`src/rtl/instruction_assembler_if.sv`:
```
// Interface bundling the field-set input handshake and the encoded-word
// output handshake of instruction_assembler.
// Optional macro INSTR_ASM_CHECK_EN adds the per-word err flag.
interface instruction_assembler_if #(
  parameter int COUNT_W = 16
);
  logic               in_valid;
  logic               in_ready;
  logic [2:0]         fmt;
  logic [6:0]         opcode;
  logic [4:0]         rd;
  logic [2:0]         funct3;
  logic [4:0]         rs1;
  logic [4:0]         rs2;
  logic [6:0]         funct7;
  logic [31:0]        imm;
  logic [31:0]        Instruction;
  logic               out_valid;
  logic               out_ready;
  logic [COUNT_W-1:0] count;
`ifdef INSTR_ASM_CHECK_EN
  logic               err;

  modport master (
    output in_valid, fmt, opcode, rd, funct3, rs1, rs2, funct7, imm, out_ready,
    input  in_ready, Instruction, out_valid, count, err
  );

  modport slave (
    input  in_valid, fmt, opcode, rd, funct3, rs1, rs2, funct7, imm, out_ready,
    output in_ready, Instruction, out_valid, count, err
  );
`else
  modport master (
    output in_valid, fmt, opcode, rd, funct3, rs1, rs2, funct7, imm, out_ready,
    input  in_ready, Instruction, out_valid, count
  );

  modport slave (
    input  in_valid, fmt, opcode, rd, funct3, rs1, rs2, funct7, imm, out_ready,
    output in_ready, Instruction, out_valid, count
  );
`endif
endinterface

```
`src/rtl/instruction_assembler.sv`:
```
// instruction_assembler: packs RISC-V style instruction fields into a 32-bit
// word according to fmt and buffers the result in a small FIFO with
// valid/ready handshakes on both sides. Counts completed output handshakes.
// Optional macro INSTR_ASM_CHECK_EN: stores a legality flag per entry and
// presents it on err next to the head word.
module instruction_assembler #(
  parameter int DEPTH   = 2,
  parameter int COUNT_W = 16
) (
  input logic clk,
  input logic reset,
  instruction_assembler_if.slave bus
);
  localparam int PTR_W = $clog2(DEPTH);
  localparam int OCC_W = PTR_W + 1;
  localparam logic [31:0] NOP = 32'h0000_0013;

  logic [31:0]        mem [DEPTH];
  logic [PTR_W-1:0]   wr_ptr;
  logic [PTR_W-1:0]   rd_ptr;
  logic [OCC_W-1:0]   occ;
  logic [COUNT_W-1:0] count_q;
  logic [31:0]        enc_word;
  logic               push;
  logic               pop;

  assign bus.in_ready  = (occ < OCC_W'(DEPTH));
  assign bus.out_valid = (occ != '0);
  assign push          = bus.in_valid && bus.in_ready;
  assign pop           = bus.out_valid && bus.out_ready;
  // The head word is gated so an empty FIFO never exposes stale storage.
  assign bus.Instruction = bus.out_valid ? mem[rd_ptr] : 32'h0;
  assign bus.count       = count_q;

  // Field packing per format; reserved formats collapse to a NOP so that no
  // input field can leak into the word.
  always_comb begin
    enc_word = NOP;
    case (bus.fmt)
      3'd0: enc_word = {bus.funct7, bus.rs2, bus.rs1, bus.funct3, bus.rd, bus.opcode};
      3'd1: enc_word = {bus.imm[11:0], bus.rs1, bus.funct3, bus.rd, bus.opcode};
      3'd2: enc_word = {bus.imm[11:5], bus.rs2, bus.rs1, bus.funct3, bus.imm[4:0],
                        bus.opcode};
      3'd3: enc_word = {bus.imm[12], bus.imm[10:5], bus.rs2, bus.rs1, bus.funct3,
                        bus.imm[4:1], bus.imm[11], bus.opcode};
      3'd4: enc_word = {bus.imm[31:12], bus.rd, bus.opcode};
      3'd5: enc_word = {bus.imm[20], bus.imm[10:1], bus.imm[11], bus.imm[19:12],
                        bus.rd, bus.opcode};
      default: enc_word = NOP;
    endcase
  end

  // Storage write; entries need no reset because reads are gated by out_valid.
  always_ff @(posedge clk) begin
    if (push) begin
      mem[wr_ptr] <= enc_word;
    end
  end

  // Pointers, occupancy and handshake counter; reset drops all buffered words.
  always_ff @(posedge clk or posedge reset) begin
    if (reset) begin
      wr_ptr  <= '0;
      rd_ptr  <= '0;
      occ     <= '0;
      count_q <= '0;
    end else begin
      if (push) begin
        wr_ptr <= wr_ptr + PTR_W'(1);
      end
      if (pop) begin
        rd_ptr  <= rd_ptr + PTR_W'(1);
        count_q <= count_q + COUNT_W'(1);
      end
      case ({push, pop})
        2'b10:   occ <= occ + OCC_W'(1);
        2'b01:   occ <= occ - OCC_W'(1);
        default: occ <= occ;
      endcase
    end
  end

`ifdef INSTR_ASM_CHECK_EN
  logic err_mem [DEPTH];
  logic enc_err;

  // Legality flag: reserved format, non-32-bit opcode, or odd branch/jump offset.
  always_comb begin
    enc_err = 1'b0;
    if (bus.fmt[2:1] == 2'b11) begin
      enc_err = 1'b1;
    end
    if (bus.opcode[1:0] != 2'b11) begin
      enc_err = 1'b1;
    end
    if (((bus.fmt == 3'd3) || (bus.fmt == 3'd5)) && bus.imm[0]) begin
      enc_err = 1'b1;
    end
  end

  // Flag storage written alongside the encoded word.
  always_ff @(posedge clk) begin
    if (push) begin
      err_mem[wr_ptr] <= enc_err;
    end
  end

  assign bus.err = bus.out_valid && err_mem[rd_ptr];
`endif

endmodule

```
`src/flat_wrapper.sv`:
```
// flat-port wrapper written by rule: the top's interface ports become plain ports
module instruction_assembler_flat 
#(
  parameter int DEPTH   = 2,
  parameter int COUNT_W = 16
)
  (clk, reset, bus_in_valid, bus_fmt, bus_opcode, bus_rd, bus_funct3, bus_rs1, bus_rs2, bus_funct7, bus_imm, bus_out_ready, bus_in_ready, bus_Instruction, bus_out_valid, bus_count);
  instruction_assembler_if #(.COUNT_W(COUNT_W)) bus_i ();
  input logic clk;
  input logic reset;
  input wire logic [$bits(bus_i.in_valid)-1:0] bus_in_valid;
  input wire logic [$bits(bus_i.fmt)-1:0] bus_fmt;
  input wire logic [$bits(bus_i.opcode)-1:0] bus_opcode;
  input wire logic [$bits(bus_i.rd)-1:0] bus_rd;
  input wire logic [$bits(bus_i.funct3)-1:0] bus_funct3;
  input wire logic [$bits(bus_i.rs1)-1:0] bus_rs1;
  input wire logic [$bits(bus_i.rs2)-1:0] bus_rs2;
  input wire logic [$bits(bus_i.funct7)-1:0] bus_funct7;
  input wire logic [$bits(bus_i.imm)-1:0] bus_imm;
  input wire logic [$bits(bus_i.out_ready)-1:0] bus_out_ready;
  output wire logic [$bits(bus_i.in_ready)-1:0] bus_in_ready;
  output wire logic [$bits(bus_i.Instruction)-1:0] bus_Instruction;
  output wire logic [$bits(bus_i.out_valid)-1:0] bus_out_valid;
  output wire logic [$bits(bus_i.count)-1:0] bus_count;
  assign bus_i.in_valid = bus_in_valid;
  assign bus_i.fmt = bus_fmt;
  assign bus_i.opcode = bus_opcode;
  assign bus_i.rd = bus_rd;
  assign bus_i.funct3 = bus_funct3;
  assign bus_i.rs1 = bus_rs1;
  assign bus_i.rs2 = bus_rs2;
  assign bus_i.funct7 = bus_funct7;
  assign bus_i.imm = bus_imm;
  assign bus_i.out_ready = bus_out_ready;
  assign bus_in_ready = bus_i.in_ready;
  assign bus_Instruction = bus_i.Instruction;
  assign bus_out_valid = bus_i.out_valid;
  assign bus_count = bus_i.count;
  instruction_assembler #(.DEPTH(DEPTH), .COUNT_W(COUNT_W)) u_core (.clk(clk), .reset(reset), .bus(bus_i));
endmodule
```
`config.mk`:
```
export PLATFORM = sky130hd
export DESIGN_NAME = instruction_assembler_flat
export DESIGN_NICKNAME = d
export VERILOG_FILES = /design/src/rtl/instruction_assembler_if.sv /design/src/rtl/instruction_assembler.sv /design/src/flat_wrapper.sv
export SDC_FILE = /design/constraint.sdc
export NUM_CORES = 1
export LEC_CHECK = 0
export ABC_AREA = 0
export CELL_PAD_IN_SITES_DETAIL_PLACEMENT = 1
export CELL_PAD_IN_SITES_GLOBAL_PLACEMENT = 1
export CORE_UTILIZATION = 36
export DETAILED_ROUTE_END_ITERATION = 10
export GPL_ROUTABILITY_DRIVEN = 0
export MAX_ROUTING_LAYER = met4
export PLACE_DENSITY = 0.77
export SYNTH_ARGS = -nofsm -noshare
export SYNTH_HDL_FRONTEND = slang
export SYNTH_SLANG_ARGS = --single-unit
```
`constraint.sdc`:
```
create_clock -name clk -period 3.3 [get_ports clk]
set_input_delay 0.99 -clock clk [delete_from_list [all_inputs] [get_ports clk]]
set_output_delay 0.99 -clock clk [all_outputs]
set_load 0.05 [all_outputs]
```
* Word-level counts from Yosys, hierarchy flattened
Memories as Yosys holds them, arrays and structs flattened. Index checks and enable logic that the tools add are counted.
Cells by class: add/subtract/negate cells 5, $mul 0, divide/modulo/power cells 0, order comparisons 1, eq/ne operators 7, shift operators 0, muxes and demuxes 5, bitwise gates (word level) 0, reduce and logical (&&, ||, !) cells 5
Operators by type and width (count):
- 32-bit one-hot mux with 6 select lines | 1
- 32-bit two-way mux | 1
- 16-bit by 1-bit adder with 16-bit output (second input constant) | 1
- 3-bit by 2-bit == test with 1-bit output (second input constant) | 2
- 3-bit == test (second input constant) | 2
- 2-bit one-hot mux with 2 select lines | 1
- 2-bit nonzero test | 2
- 3-bit by 1-bit == test with 1-bit output (second input constant) | 1
- 3-bit zero test | 1
- 1-bit adder (second input constant) | 2
- 2-bit by 1-bit adder with 2-bit output (second input constant) | 1
- 2-bit by 1-bit == test with 1-bit output (second input constant) | 1
- 2-bit == test (second input constant) | 1
- 1-bit logical AND | 2
- 2-bit < comparator (second input constant) | 1
- 1-bit two-way mux | 2
- 2-bit by 1-bit subtractor with 2-bit output (second input constant) | 1
Word-level totals: bits in registers 20, latch bits 0, bits in writable memories 64, memory bits (read-only) 0, bits of input ports 71, output and inout bits 50, logic and storage cells 28, memories 1
Memory list:
- u_core.mem | words 2, bits a word 32, rd ports 1, clocked after memory_dff 0, write ports 1, line instruction_assembler.sv:18 | logic [31:0] mem [DEPTH];

* Depth between registers and ports, before layout
depth after elaboration 4, gate-level depth with buffers 6, depth with buffers taken out 6

* Least setup slack after synthesis
No wires, ideal clock.
path kind input to register, from in bus_in_valid, to mem u_core.mem[0][0] (enable), setup time 0.421 ns, data arrival time 2.473 ns, required time 2.879 ns, slack 0.406 ns, stages on the path 2, path buffers 0, cell sequence nand2_1 nor2_1
Between the ends: cells in the longest elaborated chain, start to end 3
RTL lines:
- start: declaration | line flat_wrapper.sv:11 | input wire logic [$bits(bus_i.in_valid)-1:0] bus_in_valid;
- 1-bit logical AND | line instruction_assembler.sv:29 | assign push = bus.in_valid && bus.in_ready;
- 1-bit two-way mux | line instruction_assembler.sv:55 | if (push) begin
- 1-bit two-way mux (not written as such) | line instruction_assembler.sv:56 | mem[wr_ptr] <= enc_word;
- end: declaration | line instruction_assembler.sv:18
Every way passes these cells.

* Final worst setup path
from reg u_core.rd_ptr, to out bus_Instruction[26]
Between the ends: cells in the longest elaborated chain, start to end 2
RTL lines:
- start: declaration | line instruction_assembler.sv:20 | logic [PTR_W-1:0] rd_ptr;
- start signal: assignment | line instruction_assembler.sv:72 | rd_ptr <= rd_ptr + PTR_W'(1);
- memory 2 x 32 bit
- 32-bit two-way mux | line instruction_assembler.sv:32 | assign bus.Instruction = bus.out_valid ? mem[rd_ptr] : 32'h0;
- end: declaration | line flat_wrapper.sv:22 | output wire logic [$bits(bus_i.Instruction)-1:0] bus_Instruction;
Every way passes these cells.

==> impl_results.md <==
- Final Cycle Share: 96.24%
- Starting Density: 37.53%
- Post-layout min period: 3.176 ns
- Top-count cell post-synth: edfxtp_1
- H-tree depth: 3
- Vias per inst: 4.902
- Yosys cell types: 32
- Top_reg_cell synth: edfxtp_1
- Diode count: 0
- DRC viols: 0
- Post-synth EDFFs: 64
- Per-cell routed wire length: 15.53 um
- Non-Filler Instances: 593
- Row count: 37
- Buffers added on ports: 120
- Top post-synthesis cells by area: edfxtp_1, dfrtp_1, mux2i_1
- Final setup margin: 0.1242 ns
- R2R depth: 4
- CP Capture Type: output pin
- Worst EP required: 2.31 ns
- CTS max path bufs: 2
- Async set-reset flop share out of synthesis: 23.81%
- Starting DRT DRC Count: 120
- TritonCTS clock tree: built
- Status: complete, no violations
- Pre-CTS setup slack: 0.4185 ns
- Core area: 10420 sq um
- Hold Path Sink: u_core.bus.count[15]
- Vias in the first global route: 3118
- Sequential area share after synthesis: 61.97%
- Die area: 11280 sq um
- Synth area leader: edfxtp_1
- Syn_area_per_cell: 11.92 sq um
- Crit-path leading delay family: buffers and inverters
- Top post-synthesis cells by count: edfxtp_1, nor2_1, mux2i_1, nand2_1, o21ai_0
- Die W: 106.2 um
- Drt first pass iters: 4
- Pwr/cell area: 852.8 nW/um^2
- Cells after Synth: 328
- Critical-path maximum fanout: 14
- Final ANT Viol Nets: 0
- Peak supply drop: 0.4831 mV
- Yosys reg bits: 84
- Share of the synthesized area in the top cell type: 49.17%
- Die height: 106.2 um
- F_max: 0.3149 GHz
- Critical path cell sequence: mux2i_1, nor2_1, clkdlybuf4s50_1
- Initial antenna violation count: 0
- Arrival time worst endpoint: 2.19 ns
- Hold Buf Count CTS: 0
- DRT Wirelength: 9.211 mm
- Largest net degree at the start of global routing: 34
- Slew HR: 41.93%
- Yosys warnings: 0
- Worst path max stage delay: 0.85 ns
- Max-Cap Viols: 0
- Clock Skew: 0.009078 ns
- Area grow syn2layout: 42.51%
- Startpoint types: register
- Clk_lat worst skew: 0.34 ns
- Hold WC Path Type: reg2reg
- Post-Syn Area: 3909 sq um
- Final setup viols: 0
- Setup TNS: 0 ns
- R2R Path End: u_core.mem[0][18]
- Worst Tran Pin Value: 0.8693 ns
- Routed vias: 2907
- Dpl hpwl: 6.736 mm
- CTS buffer count: 9
- Buf+Inv Stages, Crit Path: 1
- RSZ-0062 raised after global routing: no
- Hold Crit Depth: 1
- Hold wc startpoint: u_core.bus.count[15]
- Reg-to-Reg Start: u_core.occ[1]
- Slew Limit Fails: 0
- GRT Residual Overflow: 0
- Layout cells sized above 1: 9.409%
- Global-route wire length before repair: 14.80 mm
- Leakage: 2.324 nW
- Final hold vios: 0
- Placed cell count: 577
- Worst Setup Path Type: reg2out
- Slowest CP cell: clkdlybuf4s50_1
- Fin nets: 525
- Gr usage total: 17.69%
- Root Buffer: clkbuf_8
- Syn Nets: 401
- R2R setup slack: 1.67 ns
- CTS sink cnt: 84
- Top-level port count: 121
- Reg clk slew, reported paths: 0.08 ns
[how the worst max path moves through the flow]
stage	from	endpoint	slack (ns)	cells past startpoint
global route	u_core.rd_ptr	bus_Instruction[15]	0.01	4
floorplan	bus_in_valid	u_core.mem[0][0]	0.41	2
detailed placement	u_core.rd_ptr	bus_Instruction[17]	0.42	4
global placement	u_core.rd_ptr	bus_Instruction[13]	0.43	4
finish	u_core.rd_ptr	bus_Instruction[26]	0.12	3
CTS	u_core.rd_ptr	bus_Instruction[17]	0.03	4
[per-stage QoR]
| stage | instance area [sq um] | utilization [%] | power [mW] | hold WS [ns] |
|---|---|---|---|---|
| after CTS | 5535 | 53.14 | 4.829 | 0.4777 |
| after global routing | 5570 | 53.48 | 4.964 | 0.4939 |
| after global placement | 5304 | 50.92 | 3.946 | 0.4595 |
| after floorplan | 3909 | - | 3.107 | 0.4604 |
| after detailed placement | 5304 | 50.92 | 3.978 | 0.4651 |
| final | 5570 | 53.48 | 4.750 | 0.4698 |
[per-layer routing]
layer,wire [um],share of wire (%),track usage (%)
met5,0,0,-
met4,108,1.2,4.563
met3,548,5.9,5.518
met2,4678,51,30.75
met1,3875,42,19.66
[final cells by class]
type / count / area (sq um)
clock buffer: 11 / 131.4
inverter: 17 / 66.31
clock inverter: 5 / 100.1
sequential: 84 / 2424
tap: 136 / 170.2
fill: 1105 / 4846
timing repair buffer: 129 / 1314
multi-input combinational: 211 / 1365
[cell usage in the layout (no fill, tap or decap), types with 2 or more instances in the layout]
cell type	instances
a21oi_1	7
a22oi_1	4
and2_1	5
and4_1	2
buf_12	2
buf_4	13
bufinv_16	3
clkbuf_1	2
clkbuf_8	9
clkdlybuf4s50_1	100
clkinv_2	2
dfrtp_1	19
dlymetal6s2s_1	14
edfxtp_1	64
ha_1	2
inv_1	16
mux2_2	3
mux2i_1	39
nand2_1	34
nand2b_1	3
nand3_1	3
nand3_2	2
nand4_1	6
nor2_1	41
nor2_4	3
nor2b_1	3
o21ai_0	26
xnor2_1	18
xor2_1	2
[report_power, final]
part | internal, mW | switching, mW
sequential | 1.38 | 0.169
clock | 0.501 | 0.342
combinational | 0.828 | 1.53
[sequential cells by signal, summed over array words and instances (netlist names)]
signal            cells
u_core.occ            2
u_core.wr_ptr         1
u_core.bus.count     16
u_core.mem           64
u_core.rd_ptr         1
[what timing repair did]
item                       4_1_cts  5_1_grt
resized for setup                0       14
buffers inserted                 0        0
setup endpoints to repair        0       14
[logic make-up (layout without fill, tap and decap cells)]
kind of cell             Yosys count  after routing  synth area share, %
AND/OR/NAND/NOR                  107            107                12.71
buffers and inverters             33            162                3.521
multiplexers                      42             42                10.85
XOR/XNOR                          20             20                4.481
AO/OA/AOI/OAI                     40             40                5.826
flip-flops                        84             84                61.97
adder cells (fa/ha/maj)            2              2               0.6401
Power figures use the tool's default switching activity.
